===== src/rtl/hub_bc_sender_pkg.sv =====
// Shared constants and types for the hub broadcast sender: hub address nibble,
// per-board quadlet count and default register-space source base.
package hub_bc_sender_pkg;

    localparam logic [3:0]  ADDR_HUB          = 4'h1;
    localparam int          NUM_BC_READ_QUADS = 29;
    localparam logic [15:0] BC_SRC_BASE       = 16'h0000;
    localparam int          BUF_DEPTH         = 32;

    typedef enum logic [1:0] {
        ST_IDLE  = 2'd0,
        ST_FILL  = 2'd1,
        ST_DRAIN = 2'd2,
        ST_SEND  = 2'd3
    } bc_state_e;

    // This board's slot in every hub memory.
    function automatic logic [15:0] hub_slot_addr(input logic [3:0] board_id);
        return {ADDR_HUB, 3'd0, board_id, 5'd0};
    endfunction

endpackage


===== src/rtl/hub_bc_sender_buf.sv =====
// Snapshot buffer: 32x32 simple dual-port, synchronous write, asynchronous read,
// so the transmit side sees a quadlet in the same cycle its index changes.
module bc_quad_buf
    import hub_bc_sender_pkg::*;
(
    input  logic        sysclk,
    input  logic        wr_en,
    input  logic [4:0]  wr_addr,
    input  logic [31:0] wr_data,
    input  logic [4:0]  rd_addr,
    output logic [31:0] rd_data
);

    logic [31:0] mem_q [BUF_DEPTH];

    always_ff @(posedge sysclk) begin
        if (wr_en) begin
            mem_q[wr_addr] <= wr_data;
        end
    end

    assign rd_data = mem_q[rd_addr];

endmodule


===== src/rtl/hub_bc_sender.sv =====
// Broadcast-data sender: snapshots this board's status quadlets on a hub trigger
// and streams them as one block-write payload to the transmit path.
//
//   state    | meaning
//   ---------+---------------------------------------------------------------
//   ST_IDLE  | waiting for write_trig; quadlet 0 written on acceptance
//   ST_FILL  | one source read per cycle, k = 1..NUM_QUADS-1
//   ST_DRAIN | waiting for outstanding reads to land in the buffer
//   ST_SEND  | presenting buffer[tx_cnt], advancing on tx_valid && tx_ready
module hub_bc_sender
    import hub_bc_sender_pkg::*;
#(
    parameter int          NUM_QUADS = NUM_BC_READ_QUADS,
    parameter logic [15:0] SRC_BASE  = BC_SRC_BASE,
    parameter int          RD_LAT    = 1
) (
    input  logic        sysclk,
    input  logic        reset,
    input  logic        write_trig,
    output logic        write_trig_reset,
    input  logic [15:0] sequence_num,
    input  logic [3:0]  board_id,
    output logic        src_rreq,
    output logic [15:0] src_raddr,
    input  logic [31:0] src_rdata,
    output logic        tx_valid,
    input  logic        tx_ready,
    output logic [31:0] tx_data,
    output logic        tx_first,
    output logic        tx_last,
    output logic [15:0] tx_addr,
    output logic        busy
);

    localparam logic [4:0] LAST_IDX = 5'(NUM_QUADS - 1);

    bc_state_e         state_q, state_d;
    logic [4:0]        rd_cnt_q, rd_cnt_d;
    logic [4:0]        tx_cnt_q, tx_cnt_d;
    logic              wtr_q, wtr_d;
    logic [15:0]       tx_addr_q, tx_addr_d;
    logic [RD_LAT-1:0] pipe_vld_q, pipe_vld_d;
    logic [4:0]        pipe_idx_q [RD_LAT];
    logic [4:0]        pipe_idx_d [RD_LAT];

    logic              accept;
    logic              rd_issue;
    logic              pipe_pending;
    logic              capture;
    logic              buf_we;
    logic [4:0]        buf_waddr;
    logic [31:0]       buf_wdata;
    logic [31:0]       buf_rdata;

    assign accept   = (state_q == ST_IDLE) && write_trig;
    assign rd_issue = (state_q == ST_FILL);
    assign capture  = pipe_vld_q[RD_LAT-1];

    // Read-return pipeline: each stage carries (valid, quadlet index).
    always_comb begin
        pipe_vld_d    = '0;
        pipe_vld_d[0] = rd_issue;
        pipe_idx_d[0] = rd_cnt_q;
        for (int i = 1; i < RD_LAT; i++) begin
            pipe_vld_d[i] = pipe_vld_q[i-1];
            pipe_idx_d[i] = pipe_idx_q[i-1];
        end
    end

    // The last stage is captured this cycle, so only earlier stages block SEND.
    always_comb begin
        pipe_pending = 1'b0;
        for (int i = 0; i < RD_LAT - 1; i++) begin
            pipe_pending = pipe_pending | pipe_vld_q[i];
        end
    end

    always_comb begin
        buf_we    = capture || accept;
        buf_waddr = capture ? pipe_idx_q[RD_LAT-1] : 5'd0;
        buf_wdata = capture ? src_rdata : {sequence_num, 16'h0000};
    end

    always_comb begin
        state_d   = state_q;
        rd_cnt_d  = rd_cnt_q;
        tx_cnt_d  = tx_cnt_q;
        wtr_d     = 1'b0;
        tx_addr_d = tx_addr_q;
        case (state_q)
            ST_IDLE: begin
                if (write_trig) begin
                    state_d   = ST_FILL;
                    rd_cnt_d  = 5'd1;
                    wtr_d     = 1'b1;
                    tx_addr_d = hub_slot_addr(board_id);
                end
            end
            ST_FILL: begin
                if (rd_cnt_q == LAST_IDX) begin
                    state_d  = ST_DRAIN;
                    rd_cnt_d = 5'd0;
                end else begin
                    rd_cnt_d = rd_cnt_q + 5'd1;
                end
            end
            ST_DRAIN: begin
                if (!pipe_pending) begin
                    state_d  = ST_SEND;
                    tx_cnt_d = 5'd0;
                end
            end
            ST_SEND: begin
                if (tx_ready) begin
                    if (tx_cnt_q == LAST_IDX) begin
                        state_d  = ST_IDLE;
                        tx_cnt_d = 5'd0;
                    end else begin
                        tx_cnt_d = tx_cnt_q + 5'd1;
                    end
                end
            end
            default: begin
                state_d = ST_IDLE;
            end
        endcase
    end

    always_ff @(posedge sysclk) begin
        if (reset) begin
            state_q    <= ST_IDLE;
            rd_cnt_q   <= 5'd0;
            tx_cnt_q   <= 5'd0;
            wtr_q      <= 1'b0;
            tx_addr_q  <= 16'd0;
            pipe_vld_q <= '0;
        end else begin
            state_q    <= state_d;
            rd_cnt_q   <= rd_cnt_d;
            tx_cnt_q   <= tx_cnt_d;
            wtr_q      <= wtr_d;
            tx_addr_q  <= tx_addr_d;
            pipe_vld_q <= pipe_vld_d;
        end
    end

    always_ff @(posedge sysclk) begin
        for (int i = 0; i < RD_LAT; i++) begin
            pipe_idx_q[i] <= pipe_idx_d[i];
        end
    end

    bc_quad_buf u_buf (
        .sysclk  (sysclk),
        .wr_en   (buf_we),
        .wr_addr (buf_waddr),
        .wr_data (buf_wdata),
        .rd_addr (tx_cnt_q),
        .rd_data (buf_rdata)
    );

    assign write_trig_reset = wtr_q;
    assign busy             = (state_q != ST_IDLE);
    assign src_rreq         = rd_issue;
    assign src_raddr        = rd_issue ? (SRC_BASE + 16'(rd_cnt_q) - 16'd1) : 16'd0;
    assign tx_valid         = (state_q == ST_SEND);
    assign tx_data          = tx_valid ? buf_rdata : 32'd0;
    assign tx_first         = tx_valid && (tx_cnt_q == 5'd0);
    assign tx_last          = tx_valid && (tx_cnt_q == LAST_IDX);
    assign tx_addr          = tx_addr_q;

endmodule


===== config.mk =====
export PLATFORM = sky130hd
export DESIGN_NAME = hub_bc_sender
export DESIGN_NICKNAME = d
export VERILOG_FILES = /design/src/rtl/hub_bc_sender_pkg.sv /design/src/rtl/hub_bc_sender_buf.sv /design/src/rtl/hub_bc_sender.sv
export SDC_FILE = /design/constraint.sdc
export NUM_CORES = 1
export LEC_CHECK = 0
export CAP_MARGIN = 20
export CORE_MARGIN = 1
export CORE_UTILIZATION = 40
export CTS_BUF_LIST = sky130_fd_sc_hd__clkbuf_4 sky130_fd_sc_hd__clkbuf_8
export CTS_CLUSTER_DIAMETER = 80
export DETAILED_ROUTE_END_ITERATION = 16
export GPL_ROUTABILITY_DRIVEN = 1
export HOLD_SLACK_MARGIN = 0.03
export RECOVER_POWER = 50
export SETUP_SLACK_MARGIN = 0.4
export SLEW_MARGIN = 15
export SYNTH_ARGS = -nofsm -noshare
export SYNTH_HDL_FRONTEND = slang
export SYNTH_SLANG_ARGS = --single-unit

===== constraint.sdc =====
create_clock -name sysclk -period 3 [get_ports sysclk]
set_clock_uncertainty 0.05 [all_clocks]
set_input_delay 0.6 -clock sysclk [delete_from_list [all_inputs] [get_ports sysclk]]
set_output_delay 0.6 -clock sysclk [all_outputs]
set_load 0.05 [all_outputs]

=== Word level (Yosys, flattened, before mapping) ===
Memory sizes are Yosys's and may differ from the RTL's. A register that Yosys moved wholly into a read port is not among the register bits.
Cells that the tools add are included.

* Bits in registers: 19
* Memory bits (writable): 1029
* Output and inout port bits: 70
* Memories: 2

* Add/sub/neg operators: 3
* Equal/unequal tests: 9
* Multiplexer cells: 20
* Bitwise operators: 1
* Reductions and logical operators: 14

{| class="wikitable"
|+ Memory list
! memory !! words !! width !! rd ports !! clocked after memory_dff !! write ports !! line !! RTL
|-
| u_buf.mem_q || 32 || 32 || 1 || 1 || 1 || hub_bc_sender_buf.sv:14 || <nowiki>logic [31:0] mem_q [BUF_DEPTH];</nowiki>
|-
| pipe_idx_q || 1 || 5 || 1 || 0 || 1 || hub_bc_sender.sv:43 || <nowiki>logic [4:0] pipe_idx_q [RD_LAT];</nowiki>
|}

{| class="wikitable"
|+ Operators by type and width
! operator !! number
|-
| $mux W32 || 2
|-
| $mux W5 || 7
|-
| $pmux W5 S2 || 2
|-
| $mux W16 || 1
|-
| $add A5 B1 Y5 const B || 2
|-
| $eq A5 B5 Y1 const B || 2
|-
| $mux W2 || 4
|-
| $pmux W2 S4 || 1
|-
| $ne A2 B1 Y1 const B || 3
|-
| $reduce_and A2 Y1 || 3
|-
| $reduce_bool A2 Y1 || 3
|-
| $sub A5 B1 Y6 const B || 1
|-
| $logic_not A5 Y1 || 1
|-
| $eq A2 B2 Y1 const B || 2
|-
| $reduce_and A4 Y1 || 1
|-
| $logic_and A1 B1 Y1 || 3
|-
| $mux W1 || 3
|-
| $eq A2 B1 Y1 const B || 1
|-
| $logic_not A2 Y1 || 1
|-
| $ne A2 B2 Y1 const B || 1
|-
| $reduce_or A2 Y1 || 1
|-
| $logic_or A1 B1 Y1 || 1
|-
| $not A1 Y1 || 1
|}

=== Depth between registers and ports, before layout ===
Gate-level depths: netlist (run 1).

* Depth after elaboration: 6
* Depth in mapped cells: 8

=== By module ===
Synthesis (run 1) repeated with hierarchy kept, for this count alone.

* Cell total of the unflattened synthesis: 2466
* Area total of the unflattened synthesis: 41723.8 um^2

{| class="wikitable"
|+ Modules (own cells, without submodules)
! module !! instances !! cells each !! area each (um^2) !! seq. area each (um^2)
|-
| bc_quad_buf || 1 || 2228 || 39844.5 || 30749.5
|-
| hub_bc_sender || 1 || 238 || 1879.3 || 480.5
|}

=== Worst setup path after synthesis (run 1) ===
No wires, ideal clock.

* Path type: reg-to-output
* From: register state_q[1]
* To: output src_raddr[10]
* Arrival time: 3.208 ns
* Slack: -0.858 ns
* Cell stages (with the launch flop): 6
* Path buffers: 1
* Cells stage by stage: dfxtp_1 > inv_1 > ha_1 > inv_1 > nor3_1 > buf_4

* Word-level cells in the longest chain between the ends: 2

{| class="wikitable"
|+ RTL lines
! item !! line !! RTL
|-
| start: declaration || hub_bc_sender.sv:37 || <nowiki>bc_state_e state_q, state_d;</nowiki>
|-
| start signal: assignment || hub_bc_sender.sv:138 || <nowiki>state_q <= state_d;</nowiki>
|-
| $eq A2 B1 Y1 || hub_bc_sender.sv:56 || <nowiki>assign rd_issue = (state_q == ST_FILL);</nowiki>
|-
| via src_rreq || hub_bc_sender.sv:23 || <nowiki>output logic src_rreq,</nowiki>
|-
| $mux W16 || hub_bc_sender.sv:165 || <nowiki>assign src_raddr = rd_issue ? (SRC_BASE + 16'(rd_cnt_q) - 16'd1) : 16'd0;</nowiki>
|-
| end: declaration || hub_bc_sender.sv:24 || <nowiki>output logic [15:0] src_raddr,</nowiki>
|}

The timed path passes the listed nets, and every way through them passes these cells.

==> results of run 1 <==
## metrics by stage
stage	std cells	area, um2	TNS [ns]	hold slack (ns)
final	3790	51200	-74.62	0.307
after global routing	3790	51200	-150.82	0.297
after CTS	3777	50700	-22.40	0.233
after detailed placement	3434	46100	-0.711	0.389
after global placement	3434	46100	-0.744	0.383
after floorplan	1902	41300	-20.71	0.279
## sequential cells by signal, summed over array words and instances (netlist names), named ones only
register and cells:
pipe_idx_q 5, tx_addr 5, write_trig_reset 1, tx_cnt_q 5, u_buf.mem_q 1024, state_q 2
capture 1, pipe_idx_d 5
## area by class of cell
cell class                      instances  area [um2]
Multi-Input combinational cell        710       10200
Antenna cell                            1        2.50
Clock buffer                          212        2630
Tap cell                             1357        1700
Inverter                               11        60.1
Clock inverter                         83         661
Fill cell                            7891       49400
Sequential cell                      1053       31400
Timing Repair Buffer                  363        4570
## logic make-up after synthesis
logic type / synth area share
flip-flops: 0.768
other: 0.0000919
AO/OA/AOI/OAI: 0.0304
buffers and inverters: 0.0190
adder cells (fa/ha/maj): 0.00276
multiplexers: 0.162
AND/OR/NAND/NOR: 0.0156
XOR/XNOR: 0.00215
## power groups by stage
stage / sequential, W / clock [W] / combinational [W]
floorplan: 0.0174 / 0 / 0.00336
global placement: 0.0174 / 0 / 0.00552
detailed placement: 0.0175 / 0 / 0.00563
CTS: 0.0171 / 0.0123 / 0.00632
global route: 0.0171 / 0.0130 / 0.00694
finish: 0.0171 / 0.0121 / 0.00663
## layer usage
metal | track usage | wire (um) | vias to the layer above
met4 | 0.0748 | 2910 | 0
met1 | 0.277 | 44000 | 11500
met5 | 0 | 0 | -
met3 | 0.0368 | 6960 | 167
li1 | - | - | 8806
met2 | 0.352 | 54200 | 792
## worst max-delay path, stage by stage, from the launching register on
cell	delay, ns
sky130_fd_sc_hd__dfxtp_4	0.43
sky130_fd_sc_hd__buf_12	0.18
sky130_fd_sc_hd__buf_12	0.12
sky130_fd_sc_hd__buf_16	0.12
sky130_fd_sc_hd__buf_6	0.10
sky130_fd_sc_hd__mux4_2	0.29
sky130_fd_sc_hd__mux2_4	0.31
sky130_fd_sc_hd__o221ai_4	0.27
sky130_fd_sc_hd__buf_6	0.15
sky130_fd_sc_hd__a31oi_4	0.03
sky130_fd_sc_hd__buf_12	0.19
## placed cells by master, fill, tap and decap left out, types with 6 or more instances in the layout
cell	instances
sky130_fd_sc_hd__mux2i_1	64
sky130_fd_sc_hd__o2111ai_2	6
sky130_fd_sc_hd__o21ai_0	9
sky130_fd_sc_hd__mux2_4	28
sky130_fd_sc_hd__clkbuf_8	166
sky130_fd_sc_hd__mux2_1	15
sky130_fd_sc_hd__mux4_2	224
sky130_fd_sc_hd__clkinv_2	20
sky130_fd_sc_hd__and2_0	13
sky130_fd_sc_hd__edfxtp_1	1024
sky130_fd_sc_hd__buf_16	13
sky130_fd_sc_hd__o221ai_2	16
sky130_fd_sc_hd__nand2_1	30
sky130_fd_sc_hd__conb_1	11
sky130_fd_sc_hd__a22oi_1	16
sky130_fd_sc_hd__a31oi_4	30
sky130_fd_sc_hd__and2_1	7
sky130_fd_sc_hd__a21oi_1	9
sky130_fd_sc_hd__bufinv_16	10
sky130_fd_sc_hd__a22oi_2	16
sky130_fd_sc_hd__a221oi_1	22
sky130_fd_sc_hd__o221ai_4	12
sky130_fd_sc_hd__clkinv_1	41
sky130_fd_sc_hd__o21ai_1	10
sky130_fd_sc_hd__buf_4	116
sky130_fd_sc_hd__nand4_1	6
sky130_fd_sc_hd__clkdlybuf4s50_1	55
sky130_fd_sc_hd__buf_8	9
sky130_fd_sc_hd__nor2_4	39
sky130_fd_sc_hd__buf_6	38
sky130_fd_sc_hd__dfxtp_4	6
sky130_fd_sc_hd__clkbuf_1	7
sky130_fd_sc_hd__buf_12	96
sky130_fd_sc_hd__nand3_1	11
sky130_fd_sc_hd__dfxtp_1	21
sky130_fd_sc_hd__clkinvlp_4	8
sky130_fd_sc_hd__dlygate4sd2_1	6
sky130_fd_sc_hd__nor2_1	17
sky130_fd_sc_hd__clkbuf_4	58
sky130_fd_sc_hd__mux2_2	39
## repair_timing
item                                    CTS  global route
gates cloned                              6             4
pin swaps                                16            18
endpoints found under the setup margin   59            50
buffers inserted                         42             8
resized for setup                       201           105
## worst min path at each step
stage / start / to / slack (ns) / cells after the start
final: board_id[3] / tx_addr[8] / 0.31 / 3
after global routing: board_id[2] / tx_addr[7] / 0.30 / 3
after CTS: board_id[3] / tx_addr[8] / 0.23 / 3
after detailed placement: pipe_idx_d[4] / pipe_idx_q[0][4] / 0.39 / 0
after global placement: pipe_idx_d[1] / pipe_idx_q[0][1] / 0.38 / 0
after floorplan: pipe_idx_d[2] / pipe_idx_q[0][2] / 0.28 / 0
==> impl_metrics.sql, run 1 <==
INSERT INTO impl_metrics (metric_group, metric, value, unit) VALUES
('grt', 'global_route.usage.total', '0.211', ''),
('grt', 'via_count_of_the_first_global_routing_pass', '22300', ''),
('synth', 'ys_dominant_reg_cell', 'sky130_fd_sc_hd__edfxtp_1', ''),
('setup_path', 'cp.required', '2.35', 'ns'),
('clocking', 'cts_buffer_depth', '3', ''),
('synth', 'netlist-cell-type-count', '41', ''),
('power', 'power-per-cell-area', '701', 'mW/mm2'),
('synth', 'synth-seq-area-share', '0.768', ''),
('timing', 'post-route-period-util', '1.22', ''),
('synth', 'synth_warnings', '0', ''),
('detailed_routing', 'detail_route.vias_per_cell', '5.61', ''),
('synth', 'post_synth.cell_area_avg', '21.6', 'um2'),
('setup_path', 'crit_end', 'tx_data[5]', ''),
('power', 'pwr-share-seq', '0.477', ''),
('setup_path', 'reg2reg_to', 'u_buf.mem_q[22][26]', ''),
('die', 'die_width', '321', 'um'),
('clocking', 'numCtsBuffers', '161', ''),
('timing', 'post-route-worst-setup-slack', '-0.654', 'ns'),
('synth', 'yosys.cell_count.top_type', 'sky130_fd_sc_hd__edfxtp_1', ''),
('grt', 'first_pass_grt_wire_length', '154000', 'um'),
('place', 'place_worst_setup_slack', '-0.250', 'ns'),
('detailed_routing', 'wl_per_cell', '28.5', 'um'),
('setup_path', 'reg_to_reg_setup_timing_slack', '-0.46', 'ns'),
('power', 'max_ir_drop_vdd', '0.000576', 'V'),
('clocking', 'number_of_sinks_handled_by_clock_tree_synthesis', '1053', ''),
('setup_path', 'cp_data_arrival_time', '3.00', 'ns'),
('synth', 'post-synth-top-area-fraction', '0.754', ''),
('grt', 'grt_remaining_overflow', '0', ''),
('die', 'initial_core_util', '0.406', ''),
('clocking', 'holdBufCountCts', '0', ''),
('outcome', 'failed_checks', 'negative setup slack', ''),
('outcome', 'outcome', 'finished with violations', ''),
('setup_path', 'worstSetupStartpointType', 'register', ''),
('clocking', 'clkSlewWorstSetupHoldPaths', '0.06', 'ns'),
('timing', 'setup-violations-final', '290', ''),
('power', 'cellLeakagePower', '15.9', 'nW'),
('die', 'die_area', '0.103', 'mm2'),
('clocking', 'cts.root.buffer_cell', 'sky130_fd_sc_hd__clkbuf_8', ''),
('grt', 'maximum_number_of_pins_on_one_net_before_global_route_repair', '37', ''),
('final_layout', 'final_util', '0.509', ''),
('place', 'gp_congestion', '0.771', ''),
('synth', 'netlist_top_cells_area', 'sky130_fd_sc_hd__edfxtp_1 75%, sky130_fd_sc_hd__mux4_2 12%, sky130_fd_sc_hd__mux2_2 2.3%, sky130_fd_sc_hd__mux2i_1 1.6%, sky130_fd_sc_hd__dfxtp_1 1.4%', ''),
('detailed_routing', 'remaining_drc_errors', '0', ''),
('power', 'switching_power', '0.00949', 'W'),
('synth', 'post_synth_inst_count', '1892', ''),
('die', 'core_footprint', '0.101', 'mm2'),
('die', 'ios', '126', ''),
('grt', 'antenna_found_initial', '4', ''),
('timing', 'setup_repair_after_global_routing_missed_its_margin', 'true', ''),
('clocking', 'cts_max_level', '4', ''),
('job', 'maxCapViolations', '0', ''),
('place', 'dp_hpwl', '60100', 'um'),
('setup_path', 'cp_max_fo', '6', ''),
('detailed_routing', 'detailroute.via_count', '21200', ''),
('timing', 'slew_hr', '0.206', ''),
('synth', 'synth_edf_count', '1024', ''),
('die', 'num_rows', '116', ''),
('timing', 'final-hold-violation-count', '0', ''),
('power', 'power.total', '0.0359', 'W'),
('synth', 'synth_top_area_cell', 'sky130_fd_sc_hd__edfxtp_1', ''),
('detailed_routing', 'totalWireLength', '108000', 'um'),
('place', 'place.port_buffers', '114', ''),
('setup_path', 'setup.worst_path.class', 'reg2out', ''),
('detailed_routing', 'drt_pass1_iterations', '5', ''),
('power', 'internal_power', '0.0264', 'W'),
('synth', 'synthArstFlopShare', '0', ''),
('timing', 'finalCriticalPeriod', '3.65', 'ns'),
('setup_path', 'reg2regPathDepth', '4', ''),
('synth', 'postSynthRegisterBits', '1053', ''),
('clocking', 'clkLatencyLatePin', '0.81', 'ns'),
('power', 'clock_power_share', '0.338', '');
No activity file was read; power rests on OpenSTA's default activity.
==> run 2: changes to the inputs <==
- ABC_CLOCK_PERIOD_IN_PS: unset -> 3000
- CTS_CLUSTER_DIAMETER: 80 -> unset
==> results of run 2 <==
No change in the layout: final DEF, timing and power equal those of run 1.
==> run 3: changes to the inputs <==
- CAP_MARGIN: 20 -> unset
==> results of run 3 <==
No change in the layout: final DEF, timing and power equal those of run 1.
